===== src/rtl/top_model_seq.sv =====
// top_model_seq -- layer/stage sequencer for a transformer inference run.
//
// A run walks eff = min(num_layer, MAX_LAYER) layers. Each layer has
// NUM_STAGE sub-stages. After the last layer the output head runs.
// The sequencer sends one-cycle kick pulses and waits for the matching
// completion pulse. A per-stage watchdog moves the sequencer to ERR if
// the completion pulse never arrives.
//
// Ports
//   clk          : clock, rising edge
//   rstn         : asynchronous active-low reset
//   start        : run request, accepted only in IDLE or ERR
//   num_layer    : layer count, sampled when start is accepted
//   abort        : synchronous cancel, highest priority
//   stage_done   : per-stage completion pulses; only the active stage is honoured
//   out_done     : output-head completion, honoured only in OUT
//   stage_start  : one-hot one-cycle stage kick
//   out_start    : one-cycle output-head kick
//   done         : one-cycle run-complete pulse
//   busy         : high while in RUN or OUT
//   error        : sticky watchdog flag, cleared by start or abort
//   layer_idx    : current layer
//   stage_idx    : current stage
module top_model_seq #(
  parameter int MAX_LAYER   = 12,
  parameter int NUM_STAGE   = 4,
  parameter int TIMEOUT_CYC = 65535,
  localparam int LW = $clog2(MAX_LAYER + 1),
  localparam int SW = (NUM_STAGE > 1) ? $clog2(NUM_STAGE) : 1
) (
  input  logic                 clk,
  input  logic                 rstn,
  input  logic                 start,
  input  logic [LW-1:0]        num_layer,
  input  logic                 abort,
  input  logic [NUM_STAGE-1:0] stage_done,
  input  logic                 out_done,
  output logic [NUM_STAGE-1:0] stage_start,
  output logic                 out_start,
  output logic                 done,
  output logic                 busy,
  output logic                 error,
  output logic [LW-1:0]        layer_idx,
  output logic [SW-1:0]        stage_idx
);

  localparam int WDW = (TIMEOUT_CYC > 0) ? $clog2(TIMEOUT_CYC + 1) : 1;
  // The counter is 0 in the cycle after a kick. It reaches TIMEOUT_CYC-1
  // one cycle before the limit, so ERR is registered exactly TIMEOUT_CYC
  // cycles after the kick.
  localparam logic [WDW-1:0] WD_LAST = (TIMEOUT_CYC > 0) ? WDW'(TIMEOUT_CYC - 1) : '0;
  localparam logic [LW-1:0]  MAX_L   = LW'(MAX_LAYER);
  localparam logic [SW-1:0]  LAST_S  = SW'(NUM_STAGE - 1);

  typedef enum logic [1:0] {IDLE, RUN, OUT, ERR} state_t;

  state_t               state_q, state_d;
  logic [LW-1:0]        eff_q, eff_d;
  logic [LW-1:0]        layer_q, layer_d;
  logic [SW-1:0]        stage_q, stage_d;
  logic [WDW-1:0]       wd_q, wd_d;
  logic [NUM_STAGE-1:0] stage_start_q, stage_start_d;
  logic                 out_start_q, out_start_d;
  logic                 done_q, done_d;
  logic                 busy_q, busy_d;
  logic                 err_q, err_d;

  logic [LW-1:0]        eff_in;
  logic                 wd_hit;

  assign eff_in = (num_layer > MAX_L) ? MAX_L : num_layer;
  assign wd_hit = (TIMEOUT_CYC != 0) && (wd_q == WD_LAST);

  always_comb begin
    state_d       = state_q;
    eff_d         = eff_q;
    layer_d       = layer_q;
    stage_d       = stage_q;
    wd_d          = wd_q;
    err_d         = err_q;
    stage_start_d = '0;
    out_start_d   = 1'b0;
    done_d        = 1'b0;

    if (state_q == RUN || state_q == OUT) wd_d = wd_q + 1'b1;

    if (abort) begin
      state_d = IDLE;
      layer_d = '0;
      stage_d = '0;
      wd_d    = '0;
      err_d   = 1'b0;
    end else begin
      unique case (state_q)
        IDLE, ERR: begin
          if (start) begin
            eff_d   = eff_in;
            layer_d = '0;
            stage_d = '0;
            wd_d    = '0;
            err_d   = 1'b0;
            if (eff_in == '0) begin
              state_d     = OUT;
              out_start_d = 1'b1;
            end else begin
              state_d          = RUN;
              stage_start_d[0] = 1'b1;
            end
          end
        end
        RUN: begin
          // A completion in the same cycle as the timeout wins.
          if (stage_done[stage_q]) begin
            wd_d = '0;
            if (stage_q != LAST_S) begin
              stage_d       = stage_q + 1'b1;
              stage_start_d = NUM_STAGE'(1) << stage_d;
            end else if (layer_q != eff_q - 1'b1) begin
              layer_d          = layer_q + 1'b1;
              stage_d          = '0;
              stage_start_d[0] = 1'b1;
            end else begin
              // Indices keep their final values while the output head runs.
              state_d     = OUT;
              out_start_d = 1'b1;
            end
          end else if (wd_hit) begin
            state_d = ERR;
            err_d   = 1'b1;
          end
        end
        OUT: begin
          if (out_done) begin
            state_d = IDLE;
            done_d  = 1'b1;
          end else if (wd_hit) begin
            state_d = ERR;
            err_d   = 1'b1;
          end
        end
        default: state_d = IDLE;
      endcase
    end

    busy_d = (state_d == RUN) || (state_d == OUT);
  end

  always_ff @(posedge clk or negedge rstn) begin
    if (!rstn) begin
      state_q       <= IDLE;
      eff_q         <= '0;
      layer_q       <= '0;
      stage_q       <= '0;
      wd_q          <= '0;
      stage_start_q <= '0;
      out_start_q   <= 1'b0;
      done_q        <= 1'b0;
      busy_q        <= 1'b0;
      err_q         <= 1'b0;
    end else begin
      state_q       <= state_d;
      eff_q         <= eff_d;
      layer_q       <= layer_d;
      stage_q       <= stage_d;
      wd_q          <= wd_d;
      stage_start_q <= stage_start_d;
      out_start_q   <= out_start_d;
      done_q        <= done_d;
      busy_q        <= busy_d;
      err_q         <= err_d;
    end
  end

  assign stage_start = stage_start_q;
  assign out_start   = out_start_q;
  assign done        = done_q;
  assign busy        = busy_q;
  assign error       = err_q;
  assign layer_idx   = layer_q;
  assign stage_idx   = stage_q;

endmodule


===== config.mk =====
export PLATFORM = sky130hd
export DESIGN_NAME = top_model_seq
export DESIGN_NICKNAME = d
export VERILOG_FILES = /design/src/rtl/top_model_seq.sv
export SDC_FILE = /design/constraint.sdc
export NUM_CORES = 1
export LEC_CHECK = 0
export CORE_MARGIN = 2
export CORE_UTILIZATION = 51
export CTS_BUF_LIST = sky130_fd_sc_hd__clkbuf_8
export DETAILED_ROUTE_END_ITERATION = 12
export PLACE_DENSITY = 0.8
export SYNTH_ARGS = -nofsm -noshare
export SYNTH_HDL_FRONTEND = slang
export SYNTH_SLANG_ARGS = --single-unit

===== constraint.sdc =====
create_clock -name clk -period 2.12 [get_ports clk]
set_clock_uncertainty 0.05 [all_clocks]
set_input_delay 0.318 -clock clk [delete_from_list [all_inputs] [get_ports clk]]
set_output_delay 0.318 -clock clk [all_outputs]
set_load 0.01 [all_outputs]

==> results.txt, run 1 <==
----------------------------------------------------
[Outcome]
  Run status ... complete, no violations

[Power]
  Power density relative to cell area ... 642 nW/um^2
  Internal portion of total power ... approximately 1.2 mW
  Leak ... 1.17 nW
  Clock network fraction of total power ... 30.8%
  Total net switching power ... 470 uW
  Peak ir drop on the vdd network ... 0.370 mV
  Logic pwr share ... 24.9%
  Reg power frac ... 44.4%
  Net Sw Frac ... 27.8%

[Placed design]
  Worst setup slack before clock tree synthesis ... -0.0430 ns
  Cells after DPL ... 296
  RD Place Congestion ... 0.781
  Half-perimeter wire length after detailed placement ... 3000 microns
  Port buffer count ... 26
  Area of placed instances ... 2500 sq um

[Floorplanning]
  Starting density of the core ... 54.2%
  Num rows ... 22
  Die Width ... 67.1 microns
  Height of the die ... 67.1 microns
  Count of pins on the block boundary ... 27
  Core Area ... 3740 sq um
  Area of the die ... 4500 sq um

[Layout]
  Final-stage net count ... 279
  Inserted Diodes ... 0
  Most used cells in the layout excluding fill and tap cells ... dfrtp_1, nor2_1, clkdlybuf4s50_1, buf_4, nand2_1
  Layout cells sized above 1 ... 18.4%
  Post-route cell area ... about 2600 sq um
  Count of fill cells added during filler insertion ... 289
  Layout overhead on the synthesized area ... 29.5%
  Count of placed standard cells in the final layout, fillers left out ... 303
  Leading cell type in the layout, fill and taps excluded ... dfrtp_1

[Detailed routing]
  Number of iterations in the first detailed-routing pass ... 4
  Total wirelength of the detailed-routed design ... 4070 microns
  Post-DR vias/cell ... roughly 5.2
  Average wire per standard cell ... 13.4 microns
  Via count ... 1586
  Remaining DRCs ... 0
  Iteration-0 DRC count of the detailed router ... 47
  Residual antenna-violating net count after detailed routing ... 0

[CTS]
  Clock transition time at the flip-flop clock pins of the worst setup and hold paths ... 0.07 ns
  Total number of H-tree levels ... 2
  Number of sinks handled by clock tree synthesis ... 36
  CTS root buf ... clkbuf_8
  Max Buffers Root-to-Sink ... 2
  CTS tree ... done
  Number of buffers added to fix hold violations after cts ... 0
  Number of buffers inserted during clock tree synthesis ... 5
  Clock latency reported for the late side of the worst-skew pair ... ~0.29 ns

[Setup path]
  Largest fanout of any net on the critical path ... 6
  CP Launch Type ... register
  Ordered list of cells on the worst path ... inv_1 -> ha_1 -> xnor2_2 -> xnor2_2 -> o31ai_2 -> o2bb2ai_4 -> buf_4 -> or3_1 -> a21boi_1
  Critical Path Max Stage Delay ... 0.36 ns
  Crit path DAT ... about 2.2 ns
  Most used cell, CP ... xnor2_2
  Nature of the critical path endpoint ... register
  Required time of the critical path ... 2.29 ns
  Type of the worst setup path ... register to register
  Critical Path Slowest Stage Cell ... dfrtp_1

[STA]
  Relative slew slack ... 70.3%
  Post-layout minimum cycle time ... 2.03 ns
  Fmax achieved ... 494 MHz
  Number of pins with negative max-slew slack in the final report ... 0
  Number of failing setup endpoints in the final timing report ... 0
  Least setup slack across all paths after layout ... around 0.094 ns
  Final hold violation count ... 0
  Least-Margin Pin Slew ... 0.446 ns
  Fraction of the cycle the final worst path needs ... between 90% and 100%
  Setup repair after global routing missed its margin ... no

[GRT]
  Number of global-route vias before repair ... 1545
  Maximum number of pins on one net before global-route repair ... 37
  Total gr overflow ... 0
  Global-route usage over all layers ... 20.5%
  Wire length of the first global-routing pass ... 6890 microns
  Antenna violations before repair ... 0

[Run]
  Count of max-cap constraint violations ... 0

[Synth]
  Average size of a mapped cell ... 9.86 sq um
  Flops & latches, synth ... 36
  Cell type with the highest aggregate area in the netlist ... dfrtp_1
  Share of async-settable or async-resettable flops after synthesis ... 100%
  Yosys Warn Count ... 0
  Share of synthesized area occupied by flip-flops and latches ... 44.4%
  Number of synthesized flops with an enable pin ... 0
  Number of distinct library cells after synthesis ... 45
  Total standard cell area after synthesis ... 2030 sq um
  Synth top area share ... 44.4%
  Dominant synthesized flop cell ... dfrtp_1
  Number of instances in the synthesized netlist ... 206
  Net count of the mapped netlist ... between 200 and 250
  Most area-consuming cells after synthesis ... dfrtp_1, ha_1, nor2_1

[Min path]
  Min-delay worst type ... primary input to asynchronous set/reset pin

----------------------------------------------------
==> flip-flops by register name (all words and copies together) (netlist names) <==
signal       flops
state_q          2
out_start        1
layer_idx        4
error            1
stage_start      4
stage_idx        2
eff_q            4
wd_q            16
done             1
busy             1
==> cell type report <==
cell class | instances | area [sq um] | area share, %
Clock buffer | 7 | 96.3 | 3.66
Inverter | 13 | 48.8 | 1.86
Multi-Input combinational cell | 152 | 1090 | 41.6
Sequential cell | 36 | 901 | 34.3
Tap cell | 48 | 60.1 | 2.28
Timing Repair Buffer | 47 | 430 | 16.4
==> per-stage QoR <==
stage	power (mW)	utilization, %	hold WS, ns	setup TNS, ns
after floorplan	0.974	-	-0.0276	0
after global placement	1.14	66.8	0.465	-0.0141
after detailed placement	1.15	66.8	0.471	-0.137
after CTS	1.67	69.4	0.414	0
after global routing	1.78	70.3	0.440	0
final	1.69	70.3	0.394	0
==> per-layer routing <==
layer  vias to the layer above  wire length, microns  global-route usage (%)  share of wire, %
met1                       750                  1910                    26.3                47
met3                         5                   143                    5.41               3.5
met2                        29                  1970                    33.3                48
met4                         0                    50                    7.14               1.2
met5                         -                     0                       0                 0
li1                        802                     -                       -                 -
==> cells in the mapped netlist (all sizes together), types with 2 or more instances <==
master / number
dfrtp: 36
nor2: 27
nand2: 18
inv: 13
ha: 11
o21ai: 10
xnor2: 10
xor2: 9
a21oi: 8
nor3: 6
or3: 6
clkbuf: 4
nand3: 4
nand4: 4
and3: 3
mux2: 3
nand2b: 3
nor2b: 3
a21boi: 2
a31oi: 2
mux2i: 2
o21a: 2
o22a: 2
==> power by group through the flow <==
stage	logic, mW	registers, mW	clock network [mW]
global placement	0.378	0.759	0
floorplan	0.205	0.769	0
CTS	0.390	0.747	0.533
detailed placement	0.387	0.759	0
global route	0.460	0.753	0.565
finish	0.420	0.749	0.520
==> path summary, 6_finish.rpt <==
path	start	endpoint	slack (ns)	cells after the start
worst max-delay path	eff_q[0]$_DFFE_PN0P_	layer_idx[3]$_DFFE_PN0P_	0.09	9
max in group asynchronous	rstn	state_q[0]$_DFF_PN0_	1.31	2
min in group clk	eff_q[3]$_DFFE_PN0P_	eff_q[3]$_DFFE_PN0P_	0.48	1
worst min register to register	eff_q[3]$_DFFE_PN0P_	eff_q[3]$_DFFE_PN0P_	0.48	1
worst min-delay path	rstn	wd_q[8]$_DFF_PN0_	0.39	2
worst max register to register	eff_q[0]$_DFFE_PN0P_	layer_idx[3]$_DFFE_PN0P_	0.09	9
==> cells by family (layout without fill, tap and decap cells) <==
group	after synthesis	count (layout)	synth area share, %
and+or+nand+nor	79	79	20.1
AOI/OAI and AO/OA	37	37	13.4
DFF	36	36	44.4
xor gates and xnor gates	19	19	8.19
buffers and inverters	18	67	3.39
adders and majority gates	11	11	6.78
muxes	6	6	3.76
==> worst max-delay path, delay by kind of cell (launching register included) <==
kind	cells	cell delay, ns
AO/OA/AOI/OAI	3	0.40
XOR/XNOR	2	0.39
adder cells (fa/ha/maj)	1	0.22
buffers and inverters	2	0.20
flip-flops	1	0.36
AND/OR/NAND/NOR	1	0.34
==> timing repair <==
action | CTS | global route
buffers inserted | 0 | 0
setup endpoints to repair | 0 | 8
gates resized for setup | 0 | 6
No activity file was read; power rests on OpenSTA's default activity.
==> run 2, diff against run 1 <==
CORE_UTILIZATION = 49   (was 51)
CTS_BUF_LIST = not set   (was sky130_fd_sc_hd__clkbuf_8)
PLACE_DENSITY = 0.77   (was 0.8)
==> run 2 against run 1 <==
Net effect:
- sequential power up 0.7%
- critical path depth down 2
- combinational power down 4%
- final cell count up 0.66%
- largest cell class unchanged
==> results.txt, run 2 (synthesis results as in run 1) <==
----------------------------------------------------
[STA]
  Fmax achieved ... 496 MHz (+0.48%)
  Number of failing setup endpoints in the final timing report ... 0 (unchanged)
  Final setup TNS ... 0 ns (unchanged)
  Final hold violation count ... 0 (unchanged)
  Relative slew slack ... 70.2% (about the same)
  Post-layout minimum cycle time ... 2.02 ns (-0.00965 ns)
  Least-Margin Pin Slew ... 0.446 ns (+0.000519 ns)
  Number of pins with negative max-slew slack in the final report ... 0 (unchanged)
  Fraction of the cycle the final worst path needs ... 95.1% (-0.46 points)
  Least setup slack across all paths after layout ... 0.104 ns (+0.00965 ns)

[Layout]
  Post-layout utilization of the core ... 65.8% (-4.4 points)
  Final-stage net count ... 279 (unchanged)
  Most used cells in the layout excluding fill and tap cells ... dfrtp_1, nor2_1, clkdlybuf4s50_1, buf_4, nand2_1
  Count of placed standard cells in the final layout, fillers left out ... 305 (+0.66%)
  Leading cell type in the layout, fill and taps excluded ... dfrtp_1
  Post-route cell area ... 2630 sq um (about the same)
  Register ranked first by flip-flop count ... wd_q
  Layout cells sized above 1 ... 17.6% (-0.78 points)
  Flip-flop count of the largest register, all copies and words added ... 16 (unchanged)
  Count of fill cells added during filler insertion ... 313 (+8.3%)
  Layout overhead on the synthesized area ... 29.6% (about the same)
  Inserted Diodes ... 0 (unchanged)

[Setup path]
  CP Launch Type ... register
  Worst R2R End ... wd_q[13]$_DFF_PN0_
  Depth of the critical timing path with buffers and inverters included ... 7 (-2)
  Crit path DAT ... 2.18 ns (about the same)
  Nature of the critical path endpoint ... register
  Beginning of the critical path ... state_q[0]$_DFF_PN0_
  End of the critical path ... wd_q[13]$_DFF_PN0_
  Most used cell, CP ... or3_1
  Flop2flop setup slack ... 0.10 ns (about the same)
  Cell family with the largest share of critical-path delay ... simple AND/OR/NAND/NOR gates
  Required time of the critical path ... 2.28 ns (about the same)
  Cell depth of the worst flop-to-flop path ... 7 (-2)
  Largest fanout of any net on the critical path ... 4 (-2)
  Reg-to-reg startpoint ... state_q[0]$_DFF_PN0_
  Critical Path Slowest Stage Cell ... dfrtp_1
  Critical Path Max Stage Delay ... 0.39 ns (+0.03 ns)
  Ordered list of cells on the worst path ... inv_1 -> ha_4 -> and3b_1 -> nand2b_1 -> or3_1 -> or3_1 -> a21oi_1
  Type of the worst setup path ... register to register
  Buffers and inverters on the worst path ... 1 (-1)

[CTS]
  Clock transition time at the flip-flop clock pins of the worst setup and hold paths ... 0.07 ns (about the same)
  Number of sinks handled by clock tree synthesis ... 36 (unchanged)
  Max Buffers Root-to-Sink ... 2 (unchanged)
  CTS root buf ... clkbuf_8
  Clock latency reported for the late side of the worst-skew pair ... 0.29 ns (about the same)
  Total number of H-tree levels ... 2 (unchanged)
  CTS tree ... done
  Number of buffers inserted during clock tree synthesis ... 5 (unchanged)
  Number of buffers added to fix hold violations after cts ... 0 (unchanged)

[Detailed routing]
  Remaining DRCs ... 0 (unchanged)
  Number of iterations in the first detailed-routing pass ... 4 (unchanged)
  Total wirelength of the detailed-routed design ... 3980 microns (-2.1%)
  Post-DR vias/cell ... 5.16 (-1.5%)
  Average wire per standard cell ... 13.1 microns (-2.8%)
  Via count ... 1573 (-0.82%)
  Residual antenna-violating net count after detailed routing ... 0 (unchanged)
  Iteration-0 DRC count of the detailed router ... 107 (+130%)

[Placed design]
  Cells after DPL ... 296 (unchanged)
  Half-perimeter wire length after detailed placement ... 2890 microns (-3.7%)
  Worst setup slack before clock tree synthesis ... -0.0697 ns (-0.0267 ns)
  RD Place Congestion ... 0.792 (+1.4%)
  Port buffer count ... 26 (unchanged)
  Area of placed instances ... 2490 sq um (-0.50%)

[Floorplanning]
  Core Area ... 4000 sq um (+6.9%)
  Count of pins on the block boundary ... 27 (unchanged)
  Die Width ... 68.4 microns (+1.9%)
  Starting density of the core ... 50.8% (-3.5 points)
  Height of the die ... 68.4 microns (+1.9%)
  Area of the die ... 4680 sq um (+3.8%)
  Num rows ... 23 (+4.5%)

[Run]
  Count of max-cap constraint violations ... 0 (unchanged)

[GRT]
  Number of global-route vias before repair ... 1490 (-3.6%)
  Global-route usage over all layers ... 19.5% (-0.99 points)
  Total gr overflow ... 0 (unchanged)
  Wire length of the first global-routing pass ... 6530 microns (-5.2%)
  Maximum number of pins on one net before global-route repair ... 37 (unchanged)
  Antenna violations before repair ... 0 (unchanged)

[Outcome]
  Run status ... complete, no violations

[Min path]
  Min-delay worst type ... primary input to asynchronous set/reset pin

[Power]
  Peak ir drop on the vdd network ... 0.374 mV (+1.1%)
  Leak ... 1.17 nW (about the same)
  Power density relative to cell area ... 636 nW/um^2 (-0.94%)

----------------------------------------------------
[run 2: cell counts in the layout (fill, tap and decap cells not counted)]
No cell type changed its count.
[run 2: timing repair]
| action | 4_1_cts | 5_1_grt |
|---|---|---|
| buffers inserted | 0 | 2 |
| endpoints found under the setup margin | 0 | 8 |
| resized for setup | 0 | 4 |
| endpoints found under the hold margin | 0 | 0 |
[run 2: report_power, final]
group,switching [mW],internal (mW)
registers,0.0332,0.720
clock network,0.228,0.289
logic,0.197,0.207
[run 2: cell type report]
cell class,count,area (sq um),share of cell area (%)
flip-flops and latches,36,901,34.2
repair buffers,47,430,16.3
inverters,13,48.8,1.85
clock buffers,7,96.3,3.66
multi-input cells,152,1090,41.5
well taps,50,62.6,2.38
[run 2: through the flow]
step / power, mW / hold slack (ns)
final: 1.68 / 0.395
after global routing: 1.77 / 0.459
after CTS: 1.66 / 0.406
after detailed placement: 1.13 / 0.454
after global placement: 1.13 / 0.445
after floorplan: 0.974 / -0.0276
[run 2: routing by layer]
layer,vias to the layer above,routed length [microns],global-route usage [%]
met1,733,1910,24.8
li1,804,-,-
met4,0,60,6.75
met5,-,0,0
met2,28,1840,31.1
met3,8,169,6.41
[run 2: worst min path at each step]
stage / start / slack (ns) / to / cells after the start
after floorplan: rstn / -0.03 / busy$_DFF_PN0_ / 0
after global placement: error$_DFFE_PN0P_ / 0.44 / error$_DFFE_PN0P_ / 1
after detailed placement: error$_DFFE_PN0P_ / 0.45 / error$_DFFE_PN0P_ / 1
after CTS: rstn / 0.41 / stage_idx[1]$_DFFE_PN0P_ / 2
after global routing: rstn / 0.46 / stage_idx[1]$_DFFE_PN0P_ / 2
final: rstn / 0.39 / stage_idx[1]$_DFFE_PN0P_ / 2
==> run 3, diff against run 2 <==
CAP_MARGIN = 20   (was not set)
==> results of run 3 <==
Same layout as run 2: the final DEF is identical, and so are final timing and power.
